`src/rtl/nrzi_destuff_decoder_if.sv`:
```
// Line-side and decoded-side signal bundle for the NRZI destuffing decoder.
// The slave modport is the decoder; the master modport is whatever feeds it.
interface nrzi_destuff_decoder_if;
  logic       in_bit;
  logic       in_valid;
  logic       in_sending;
  logic       out_bit;
  logic       out_valid;
  logic       out_sending;
  logic       stuff_err;
  logic       pkt_end;
  logic       pkt_err;
  logic [1:0] dbg_state;

  // Handshake: a line bit is taken on a rising clock edge only when
  // in_valid and in_sending are both high; out_valid qualifies out_bit for
  // exactly one cycle and there is no backpressure in either direction.
  modport slave (
    input  in_bit, in_valid, in_sending,
    output out_bit, out_valid, out_sending, stuff_err, pkt_end, pkt_err,
    output dbg_state
  );

  modport master (
    output in_bit, in_valid, in_sending,
    input  out_bit, out_valid, out_sending, stuff_err, pkt_end, pkt_err,
    input  dbg_state
  );
endinterface

```
`src/rtl/nrzi_destuff_decoder.sv`:
```
// NRZI line decoder with bit unstuffing, stuff-error detection and packet
// framing. All outputs are registered one cycle behind the consumed line bit.
module nrzi_destuff_decoder #(
  parameter int   STUFF_RUN  = 6,
  parameter logic INIT_LEVEL = 1'b1
) (
  input  logic                   clock,
  input  logic                   reset_n,
  nrzi_destuff_decoder_if.slave  bus
);
  localparam int              RW      = $clog2(STUFF_RUN + 1);
  localparam logic [RW-1:0]   RUN_MAX = RW'(STUFF_RUN);

  typedef enum logic [1:0] {
    S_IDLE  = 2'd0,
    S_DATA  = 2'd1,
    S_ERROR = 2'd2
  } state_e;

  state_e        state_q, state_d;
  logic          prev_level_q, prev_level_d;
  logic [RW-1:0] run_q, run_d;
  logic          err_seen_q, err_seen_d;
  logic          out_bit_q, out_bit_d;
  logic          out_valid_q, out_valid_d;
  logic          stuff_err_q, stuff_err_d;
  logic          out_sending_q;
  logic          pkt_end_q;
  logic          pkt_err_q;

  logic consume;
  logic dec_bit;

  assign consume = bus.in_valid & bus.in_sending;
  assign dec_bit = ~(bus.in_bit ^ prev_level_q);

  // IDLE keeps prev_level/run at their packet-start values, so a bit arriving
  // together with the in_sending rise decodes exactly like a DATA bit.
  always_comb begin
    state_d      = state_q;
    prev_level_d = prev_level_q;
    run_d        = run_q;
    err_seen_d   = err_seen_q;
    out_bit_d    = 1'b0;
    out_valid_d  = 1'b0;
    stuff_err_d  = 1'b0;
    if (!bus.in_sending) begin
      state_d      = S_IDLE;
      prev_level_d = INIT_LEVEL;
      run_d        = '0;
      err_seen_d   = 1'b0;
    end else begin
      case (state_q)
        S_IDLE, S_DATA: begin
          state_d = S_DATA;
          if (consume) begin
            prev_level_d = bus.in_bit;
            if (run_q == RUN_MAX) begin
              if (dec_bit) begin
                stuff_err_d = 1'b1;
                err_seen_d  = 1'b1;
                state_d     = S_ERROR;
              end else begin
                run_d = '0;
              end
            end else begin
              out_valid_d = 1'b1;
              out_bit_d   = dec_bit;
              run_d       = dec_bit ? run_q + RW'(1) : '0;
            end
          end
        end
        S_ERROR: begin
          if (consume) prev_level_d = bus.in_bit;
        end
        default: state_d = S_IDLE;
      endcase
    end
  end

  always_ff @(posedge clock) begin
    if (!reset_n) begin
      state_q       <= S_IDLE;
      prev_level_q  <= INIT_LEVEL;
      run_q         <= '0;
      err_seen_q    <= 1'b0;
      out_bit_q     <= 1'b0;
      out_valid_q   <= 1'b0;
      stuff_err_q   <= 1'b0;
      out_sending_q <= 1'b0;
      pkt_end_q     <= 1'b0;
      pkt_err_q     <= 1'b0;
    end else begin
      state_q       <= state_d;
      prev_level_q  <= prev_level_d;
      run_q         <= run_d;
      err_seen_q    <= err_seen_d;
      out_bit_q     <= out_bit_d;
      out_valid_q   <= out_valid_d;
      stuff_err_q   <= stuff_err_d;
      out_sending_q <= bus.in_sending;
      // err_seen_q still holds the finished packet's status on this edge.
      pkt_end_q     <= out_sending_q & ~bus.in_sending;
      pkt_err_q     <= out_sending_q & ~bus.in_sending & err_seen_q;
    end
  end

  assign bus.out_bit     = out_bit_q;
  assign bus.out_valid   = out_valid_q;
  assign bus.out_sending = out_sending_q;
  assign bus.stuff_err   = stuff_err_q;
  assign bus.pkt_end     = pkt_end_q;
  assign bus.pkt_err     = pkt_err_q;
  assign bus.dbg_state   = state_q;
endmodule

```
`src/flat_wrapper.sv`:
```
// flat-port wrapper written by rule: the top's interface ports become plain ports
module nrzi_destuff_decoder_flat 
#(
  parameter int   STUFF_RUN  = 6,
  parameter logic INIT_LEVEL = 1'b1
)
  (clock, reset_n, bus_in_bit, bus_in_valid, bus_in_sending, bus_out_bit, bus_out_valid, bus_out_sending, bus_stuff_err, bus_pkt_end, bus_pkt_err, bus_dbg_state);
  nrzi_destuff_decoder_if bus_i ();
  input  logic clock;
  input  logic reset_n;
  input wire logic [$bits(bus_i.in_bit)-1:0] bus_in_bit;
  input wire logic [$bits(bus_i.in_valid)-1:0] bus_in_valid;
  input wire logic [$bits(bus_i.in_sending)-1:0] bus_in_sending;
  output wire logic [$bits(bus_i.out_bit)-1:0] bus_out_bit;
  output wire logic [$bits(bus_i.out_valid)-1:0] bus_out_valid;
  output wire logic [$bits(bus_i.out_sending)-1:0] bus_out_sending;
  output wire logic [$bits(bus_i.stuff_err)-1:0] bus_stuff_err;
  output wire logic [$bits(bus_i.pkt_end)-1:0] bus_pkt_end;
  output wire logic [$bits(bus_i.pkt_err)-1:0] bus_pkt_err;
  output wire logic [$bits(bus_i.dbg_state)-1:0] bus_dbg_state;
  assign bus_i.in_bit = bus_in_bit;
  assign bus_i.in_valid = bus_in_valid;
  assign bus_i.in_sending = bus_in_sending;
  assign bus_out_bit = bus_i.out_bit;
  assign bus_out_valid = bus_i.out_valid;
  assign bus_out_sending = bus_i.out_sending;
  assign bus_stuff_err = bus_i.stuff_err;
  assign bus_pkt_end = bus_i.pkt_end;
  assign bus_pkt_err = bus_i.pkt_err;
  assign bus_dbg_state = bus_i.dbg_state;
  nrzi_destuff_decoder #(.STUFF_RUN(STUFF_RUN), .INIT_LEVEL(INIT_LEVEL)) u_core (.clock(clock), .reset_n(reset_n), .bus(bus_i));
endmodule
```
`config.mk`:
```
export PLATFORM = sky130hd
export DESIGN_NAME = nrzi_destuff_decoder_flat
export DESIGN_NICKNAME = d
export VERILOG_FILES = /design/src/rtl/nrzi_destuff_decoder_if.sv /design/src/rtl/nrzi_destuff_decoder.sv /design/src/flat_wrapper.sv
export SDC_FILE = /design/constraint.sdc
export NUM_CORES = 1
export LEC_CHECK = 0
export BUFFER_PORTS_ARGS = -buffer_cell sky130_fd_sc_hd__buf_2
export CORE_AREA = 3 3 40 42
export CTS_BUF_LIST = sky130_fd_sc_hd__clkbuf_8
export CTS_CLUSTER_DIAMETER = 120
export DETAILED_ROUTE_END_ITERATION = 10
export DIE_AREA = 0 0 43 45
export PLACE_DENSITY = 0.69
export SYNTH_ARGS = -nofsm -noshare
export SYNTH_HDL_FRONTEND = slang
export SYNTH_SLANG_ARGS = --single-unit
```
`constraint.sdc`:
```
create_clock -name clock -period 1.8 [get_ports clock]
set_input_delay 0.09 -clock clock [delete_from_list [all_inputs] [get_ports clock]]
set_output_delay 0.09 -clock clock [all_outputs]
set_load 0.01 [all_outputs]
```
==> Word-level counts from Yosys, hierarchy flattened <==
Cells that the tools add are included.
{ "totals": {"output_inout_bits": 8, "word_cells": 43, "register_bits": 13, "input_bits": 5} }
{ "op_classes": {"n_bitwise": 9, "n_addsub": 1, "mux": 9, "n_eq_ne": 4, "reduce_logical": 10} }
{ "ops": {"columns": ["op", "n"], "rows": [
  ["2-to-1 mux 3 bit", 3],
  ["AND reduction 4 bit", 2],
  ["2-to-1 mux 2 bit", 3],
  ["NOT 1 bit", 5],
  ["AND reduction 5 bit", 1],
  ["OR reduction 5 bit", 1],
  ["one-hot mux 2 bit (2 select lines)", 1],
  ["AND reduction 2 bit", 2],
  ["adder 3 x 1 -> 3 bit (second input constant)", 1],
  ["bitwise AND 1 bit", 3],
  ["== test 3 bit (second input constant)", 1],
  ["AND reduction 3 bit", 1],
  ["OR reduction 3 bit", 1],
  ["== test 2 x 1 -> 1 bit (second input constant)", 1],
  ["== test 2 bit (second input constant)", 1],
  ["zero test 2 bit", 1],
  ["2-to-1 mux 1 bit", 2],
  ["!= test 2 x 1 -> 1 bit (second input constant)", 1],
  ["OR reduction 2 bit", 1],
  ["bitwise XOR 1 bit", 1]
]} }

==> Depth between registers and ports, before layout <==
Gate-level depths: netlist of the first run.
{ "logic_depth": {"word_depth": 5, "ltp_mapped": 5, "depth_no_buf": 5} }

==> Worst setup path before layout of the first run <==
OpenSTA, ideal clock, no wires.
{ "synth_path": {"path_kind": "register -> register", "from": "register u_core.run_q[0]", "to": "register u_core.state_q[0], in the netlist u_core.bus.dbg_state[0]", "arrival_ns": 1.172, "setup_slack_ns": 0.501, "period_less_slack_ns": 1.299, "path_stages_with_launch": 6, "setup_time_ns": 0.127, "n_path_buf": 0, "t_required_ns": 1.673, "path_cell_list": "dfxtp_1 > inv_1 > ha_1 > nand2_1 > or3_2 > nor3b_1"} }
{ "synth_via": {"elab_chain_cells": 4} }
{ "synth_rtl": {"columns": ["element", "line", "source"], "rows": [
  ["start, declared", "nrzi_destuff_decoder.sv:22", "logic [RW-1:0] run_q, run_d;"],
  ["start signal, assigned", "nrzi_destuff_decoder.sv:96", "run_q <= run_d;"],
  ["== test 3 bit", "nrzi_destuff_decoder.sv:58", "if (run_q == RUN_MAX) begin"],
  ["2-to-1 mux 2 bit", "nrzi_destuff_decoder.sv:58", null],
  ["2-to-1 mux 2 bit", "nrzi_destuff_decoder.sv:56", "if (consume) begin"],
  ["one-hot mux 2 bit (2 select lines)", "nrzi_destuff_decoder.sv:53", "case (state_q)"],
  ["end signal, assigned", "nrzi_destuff_decoder.sv:94", "state_q <= state_d;"],
  ["end, declared", "nrzi_destuff_decoder.sv:20", "state_e state_q, state_d;"]
]} }
Every way passes these cells.
A chain may end at the register's enable or synchronous reset.

==> Worst setup path in the final report of the first run <==
Ends and elaborated chain as after synthesis.

==> results of run 1 <==
-- cells in the final DEF, fill, tap and decap left out --
| cell type | instances |
|---|---|
| and3b_1 | 2 |
| and2_1 | 1 |
| buf_2 | 12 |
| nand2_1 | 5 |
| nand2b_1 | 1 |
| o21ai_0 | 2 |
| nor3b_1 | 2 |
| and3_1 | 1 |
| xor2_1 | 1 |
| xnor2_1 | 1 |
| or4_1 | 1 |
| nor3_1 | 2 |
| dfxtp_1 | 13 |
| a32o_1 | 1 |
| a31oi_1 | 2 |
| nand3b_1 | 2 |
| clkbuf_8 | 3 |
| ha_1 | 2 |
| a21oi_1 | 4 |
| inv_1 | 5 |
| or3_2 | 2 |
| nand4_1 | 1 |
| and4_1 | 1 |
-- logic make-up after synthesis --
logic type,count (synthesis)
flops,13
fa+ha+maj,2
xor+xnor,2
simple gates,21
buf+inv,4
compound gates,9
-- synth_stat cells (all sizes together), types with 2 or more instances --
master / n
dfxtp: 13
nor3: 2
a21oi: 4
nor3b: 2
o21ai: 2
nand3b: 2
nand2: 5
or3: 2
ha: 2
a31oi: 2
and3b: 2
inv: 4
-- layer usage --
| metal | share of wire [%] | track usage, % |
|---|---|---|
| met5 | 0 | 0 |
| met4 | 1.2 | 5.42 |
| met3 | 9.9 | 7.97 |
| met2 | 42 | 16.2 |
| met1 | 47 | 13.6 |
-- through the flow --
| step | hold WS, ns | std cells | power [uW] |
|---|---|---|---|
| detailed placement | 0.396 | 78 | 337 |
| CTS | 0.147 | 82 | 592 |
| global route | 0.142 | 82 | 613 |
| global placement | 0.371 | 78 | 336 |
| finish | 0.148 | 82 | 590 |
| floorplan | 0.236 | 51 | 320 |
-- area by class of cell --
type | count | area share [%]
sequential | 13 | 41.5
timing repair buffer | 12 | 9.58
inverter | 4 | 2.40
clock buffer | 3 | 6.59
multi-input combinational | 34 | 36.3
clock inverter | 1 | 0.599
tap | 15 | 2.99
-- worst max path at each step --
stage          cells past startpoint                 endpoint  slack (ns)            start
5_1_grt                            5          u_core.run_q[0]        0.25  u_core.run_q[0]
4_1_cts                            5  u_core.bus.dbg_state[0]        0.38  u_core.run_q[0]
6_report                           5  u_core.bus.dbg_state[0]        0.37  u_core.run_q[0]
3_5_place_dp                       5  u_core.bus.dbg_state[0]        0.41  u_core.run_q[0]
2_1_floorplan                      5  u_core.bus.dbg_state[0]        0.50  u_core.run_q[0]
3_3_place_gp                       5  u_core.bus.dbg_state[0]        0.45  u_core.run_q[0]
-- state kept, by name, summed over array words and instances, names as in the netlist --
signal                  cells
u_core.prev_level_q         1
u_core.bus.dbg_state        2
u_core.bus.out_bit          1
u_core.bus.pkt_err          1
u_core.bus.out_valid        1
u_core.bus.stuff_err        1
u_core.err_seen_q           1
u_core.run_q                3
u_core.bus.out_sending      1
u_core.bus.pkt_end          1
-- power groups by stage --
stage          Clock, uW  Combinational [uW]  Sequential (uW)
6_report             259                34.8              296
5_1_grt              278                38.0              297
2_1_floorplan          0                15.5              305
4_1_cts              261                34.6              296
3_5_place_dp           0                34.6              302
3_3_place_gp           0                33.9              302
==> flow_metrics.py, run 1 <==
metrics = {
    "floorplan": {
        "rows": 13,
        "dieHeight_um": 45,
        "die-width_um": 43,
        "start_util_pct": 39.1,
        "die_area_mm2": 0.00194,
        "io_pins": 13,
        "core_area_mm2": 0.00128,
    },
    "timing": {
        "period_needed_ns": 1.43,
        "relSlewSlack_pct": 82.3,
        "worstMarginPinSlew_ns": 0.263,
        "finalSetupViolCount": 0,
        "hold_viol_final": 0,
        "max_freq_mhz": 699,
        "tns_ns": 0,
        "clock_skew_ns": 0.00611,
        "finalCritPeriodShare_pct": 79.5,
        "rsz0062_at_grt": "false",
        "slew_viol_final": 0,
        "setup_ws_ns": 0.370,
    },
    "layout": {
        "fin_area_um2": 627,
        "drive_gt1_share_pct": 25.4,
        "nets": 75,
        "fill_cells": 122,
        "final-seq-area_um2": 260,
        "num_antenna_cells": 0,
        "multiInputGateArea_um2": 228,
        "area_growth_pct": 24.6,
        "utilization_pct": 48.8,
    },
    "clock_tree": {
        "cts_buffers": 3,
        "cts_setup_buffers": 0,
        "cts-htree-levels": 1,
        "cts_tree": "built",
        "cts_hold_buf": 0,
        "clockRootBuffer": "clkbuf_8",
        "clk_latency_ns": 0.25,
        "cts_sinks": 13,
        "clock_path_buffers": 2,
        "clk_pin_slew_worst_paths_ns": 0.06,
        "post_cts_resized": 0,
    },
    "critical_path": {
        "reg2regPathDepth": 5,
        "crit_path_cell_trace": "inv_1, ha_1, nand2_1, or3_2, nor3b_1",
        "critical_path.top_delay_family": "simple AND/OR/NAND/NOR gates",
        "startpoint_type": "register",
        "r2r_setup_slack_ns": 0.37,
        "critPathRequiredTime_ns": 1.92,
        "r2r_end": "u_core.bus.dbg_state[0]",
        "crit_buf_inv": 1,
        "max_stage_delay_ns": 0.46,
        "critical_path_class": "register to register",
        "cp-end-kind": "register",
        "crit_arrival_ns": 1.55,
        "path_max_fanout": 7,
        "crit_path_top_delay_cell": "or3_2",
        "r2r-start": "u_core.run_q[0]",
    },
    "synthesis": {
        "synthCells": 51,
        "synth_edf_count": 0,
        "ys_async_sr_fraction_pct": 0,
        "ys_seq_area_share_pct": 51.7,
        "syn_area_um2": 503,
        "synth_fa_ha_area_share_pct": 4.98,
        "netlist-cell-type-count": 21,
        "muxShareOfSynthArea_pct": 0,
        "ys_ff_latch": 13,
        "synth-compound-area-share_pct": 10.4,
        "synth-simple-area-share_pct": 26.4,
        "synth.area.top_cells": "dfxtp_1, ha_1, a21oi_1",
        "synth_top_flop_cell": "dfxtp_1",
        "ys_warn_count": 0,
        "syn-mean-instance-area_um2": 9.86,
        "synth_xor_area_share_pct": 3.48,
        "synthesis.nets": 58,
        "synth_top_family_by_area": "simple AND/OR/NAND/NOR gates",
        "yosysTopAreaCellShare_pct": 51.7,
        "synth_top_area_cell": "dfxtp_1",
    },
    "grt": {
        "grt_pass1_vias": 354,
        "antenna_found_initial": 0,
        "grt_start_max_net_pins": 9,
        "grt_pass1_wl_um": 1560,
        "gr-total-overflow": 0,
        "gr-usage-all-layers_pct": 11.6,
    },
    "run_status": {
        "status": "complete, no violations",
    },
    "drt": {
        "vias_per_cell": 5.06,
        "wirelength_um": 1040,
        "num_vias": 415,
        "drc": 0,
        "dr.pass1.iters": 2,
        "wl_per_cell_um": 12.7,
        "drtIter0Drc": 12,
        "postRouteAntennaNets": 0,
    },
    "pwr": {
        "p_switching_uw": 132,
        "p_seq_share_pct": 50.3,
        "pwr_density_cell_mw_per_mm2": 941,
        "power.leakage_uw": 0.000282,
        "p_comb_share_pct": 5.9,
        "swShare_pct": 22.4,
        "clkPwrFrac_pct": 43.9,
        "p_int_uw": 458,
        "ir_drop_mv": 0.499,
    },
    "run": {
        "maxCapViolCount": 0,
    },
    "placed_design": {
        "gp_congestion": 0.837,
        "place_ws_ns": 0.405,
        "place_hpwl_um": 740,
        "port_buffers": 12,
        "placed_area_um2": 582,
    },
    "min_path": {
        "hold_depth": 2,
        "hold_path_class": "input port to register",
        "worstHoldEndpoint": "u_core.bus.out_valid",
        "holdCritStartpoint": "reset_n",
    },
}
(Power assumes the default switching activity.)
==> run 2, diff against run 1 <==
==> constraint.sdc (replaced) <==
create_clock -name clock -period 1.36 [get_ports clock]
set_input_delay 0.068 -clock clock [delete_from_list [all_inputs] [get_ports clock]]
set_output_delay 0.068 -clock clock [all_outputs]
set_load 0.01 [all_outputs]
==> run 2 against run 1 <==
Effect of this change: clock skew decreased by 0.0051 ns; register-to-register slack worse by 0.30 ns; clock power is 30% higher; global-route usage grew 0.69 points; wire length fell by 2.6%; sequential share of layout area fell by 3.1 points; via count increased by 4.8%; critical path type unchanged; critical endpoint is now u_core.err_seen_q.
==> flow_metrics.py, run 2 (synthesis gave the netlist of run 1 again) <==
metrics = {
    "floorplan": {
        "die-width_um": 43,
        "start_util_pct": 39.1,
        "core_area_mm2": 0.00128,
        "rows": 13,
        "die_area_mm2": 0.00194,
        "io_pins": 13,
        "dieHeight_um": 45,
    },
    "pwr": {
        "power.leakage_uw": 0.000302,
        "p_seq_share_pct": 50.5,
        "p_comb_share_pct": 6.2,
        "p_int_uw": 607,
        "ir_drop_mv": 0.673,
        "pwr_density_cell_mw_per_mm2": 1150,
        "p_switching_uw": 169,
        "clkPwrFrac_pct": 43.3,
        "swShare_pct": 21.8,
    },
    "layout": {
        "nets": 78,
        "layout_common_cells": "dfxtp_1, buf_2, nand2_1, inv_1, a21oi_1",
        "num_antenna_cells": 0,
        "largest_register_ff_count": 3,
        "top_register": "u_core.run_q",
        "utilization_pct": 52.7,
        "stdcell_count": 85,
        "drive_gt1_share_pct": 35.7,
        "area_growth_pct": 34.6,
        "layout_commonest_cell": "dfxtp_1",
    },
    "clock_tree": {
        "cts_buffers": 3,
        "clk_latency_ns": 0.24,
        "clock_path_buffers": 2,
        "cts_sinks": 13,
        "clockRootBuffer": "clkbuf_8",
        "cts_hold_buf": 0,
        "cts_tree": "built",
        "clk_pin_slew_worst_paths_ns": 0.05,
        "cts-htree-levels": 1,
    },
    "grt": {
        "gr-usage-all-layers_pct": 12.3,
        "grt_start_max_net_pins": 9,
        "grt_pass1_wl_um": 1660,
        "grt_pass1_vias": 386,
        "gr-total-overflow": 0,
        "antenna_found_initial": 0,
    },
    "drt": {
        "vias_per_cell": 5.12,
        "postRouteAntennaNets": 0,
        "drc": 0,
        "num_vias": 435,
        "wirelength_um": 1020,
        "dr.pass1.iters": 4,
        "drtIter0Drc": 9,
        "wl_per_cell_um": 11.9,
    },
    "critical_path": {
        "path_max_fanout": 5,
        "cp-end-kind": "register",
        "critPathRequiredTime_ns": 1.54,
        "startpoint_type": "register",
        "reg2regPathDepth": 5,
        "critical_path_class": "register to register",
        "r2r_end": "u_core.err_seen_q",
        "r2r_setup_slack_ns": 0.07,
        "crit_arrival_ns": 1.46,
        "r2r-start": "u_core.run_q[0]",
    },
    "placed_design": {
        "gp_congestion": 0.790,
        "dp.cells": 80,
        "port_buffers": 12,
        "place_ws_ns": -0.0119,
        "place_hpwl_um": 746,
    },
    "timing": {
        "period_needed_ns": 1.29,
        "clock_skew_ns": 0.000992,
        "holdWs_ns": 0.104,
        "finalSetupViolCount": 0,
        "hold_viol_final": 0,
        "slew_viol_final": 0,
        "rsz0062_at_grt": "false",
        "worstMarginPinSlew_ns": 0.283,
        "tns_ns": 0,
        "finalCritPeriodShare_pct": 94.6,
        "relSlewSlack_pct": 81.1,
        "setup_ws_ns": 0.0740,
        "max_freq_mhz": 778,
    },
    "min_path": {
        "holdCritStartpoint": "reset_n",
        "hold_path_class": "input port to register",
        "worstHoldEndpoint": "u_core.bus.out_valid",
        "hold_depth": 2,
    },
    "run": {
        "maxCapViolCount": 0,
    },
    "run_status": {
        "status": "complete, no violations",
    },
}
run 2: final cells by class:
cell class                      count  area [um^2]
Fill cell                         111          608
Clock buffer                        3         41.3
Inverter                            4         15.0
Sequential cell                    13          260
Tap cell                           15         18.8
Multi-Input combinational cell     34          255
Timing Repair Buffer               15         82.6
Clock inverter                      1         3.75
run 2: worst max-delay path, stage by stage (launching register included):
cell	delay, ns
dfxtp_1	0.33
inv_2	0.10
ha_4	0.14
nand2_2	0.07
or4_4	0.43
a21oi_1	0.14
run 2: worst max-delay path by stage:
| stage | startpoint | slack, ns | cells past startpoint | endpoint |
|---|---|---|---|---|
| 6_report | u_core.run_q[0] | 0.07 | 5 | u_core.err_seen_q |
| 5_1_grt | u_core.run_q[0] | 0.009 | 5 | u_core.run_q[0] |
| 4_1_cts | u_core.run_q[0] | 0.01 | 5 | u_core.bus.dbg_state[0] |
| 3_5_place_dp | u_core.run_q[0] | -0.01 | 5 | u_core.bus.dbg_state[0] |
| 3_3_place_gp | u_core.run_q[0] | 0.04 | 5 | u_core.bus.dbg_state[0] |
| 2_1_floorplan | u_core.run_q[0] | 0.06 | 5 | u_core.bus.dbg_state[0] |
run 2: metal layers:
layer,part of all wire [%],vias up,track usage [%],routed length [um]
met5,0,-,0,0
met4,0.99,0,7.23,10
met3,8.4,2,7.57,85
met2,43,16,17.1,437
met1,47,198,14.4,481
li1,-,219,-,-
run 2: per-stage QoR:
| stage | total power, uW | cell area (um^2) |
|---|---|---|
| floorplan | 424 | 503 |
| global placement | 445 | 597 |
| detailed placement | 446 | 597 |
| CTS | 784 | 647 |
| global route | 814 | 677 |
| finish | 776 | 677 |
run 2: power by group through the flow:
stage / registers (uW) / logic (uW) / clock network, uW
2_1_floorplan: 403 / 20.5 / 0
3_3_place_gp: 400 / 45.0 / 0
3_5_place_dp: 400 / 45.4 / 0
4_1_cts: 392 / 45.8 / 346
5_1_grt: 393 / 53.0 / 369
6_report: 392 / 47.9 / 336
run 2: what timing repair did:
action                                 4_1_cts  5_1_grt
pin swaps                                    0        1
setup endpoints to repair                    4        5
gates resized for setup                      3        4
buffers inserted                             0        1
endpoints found under the hold margin        0        0
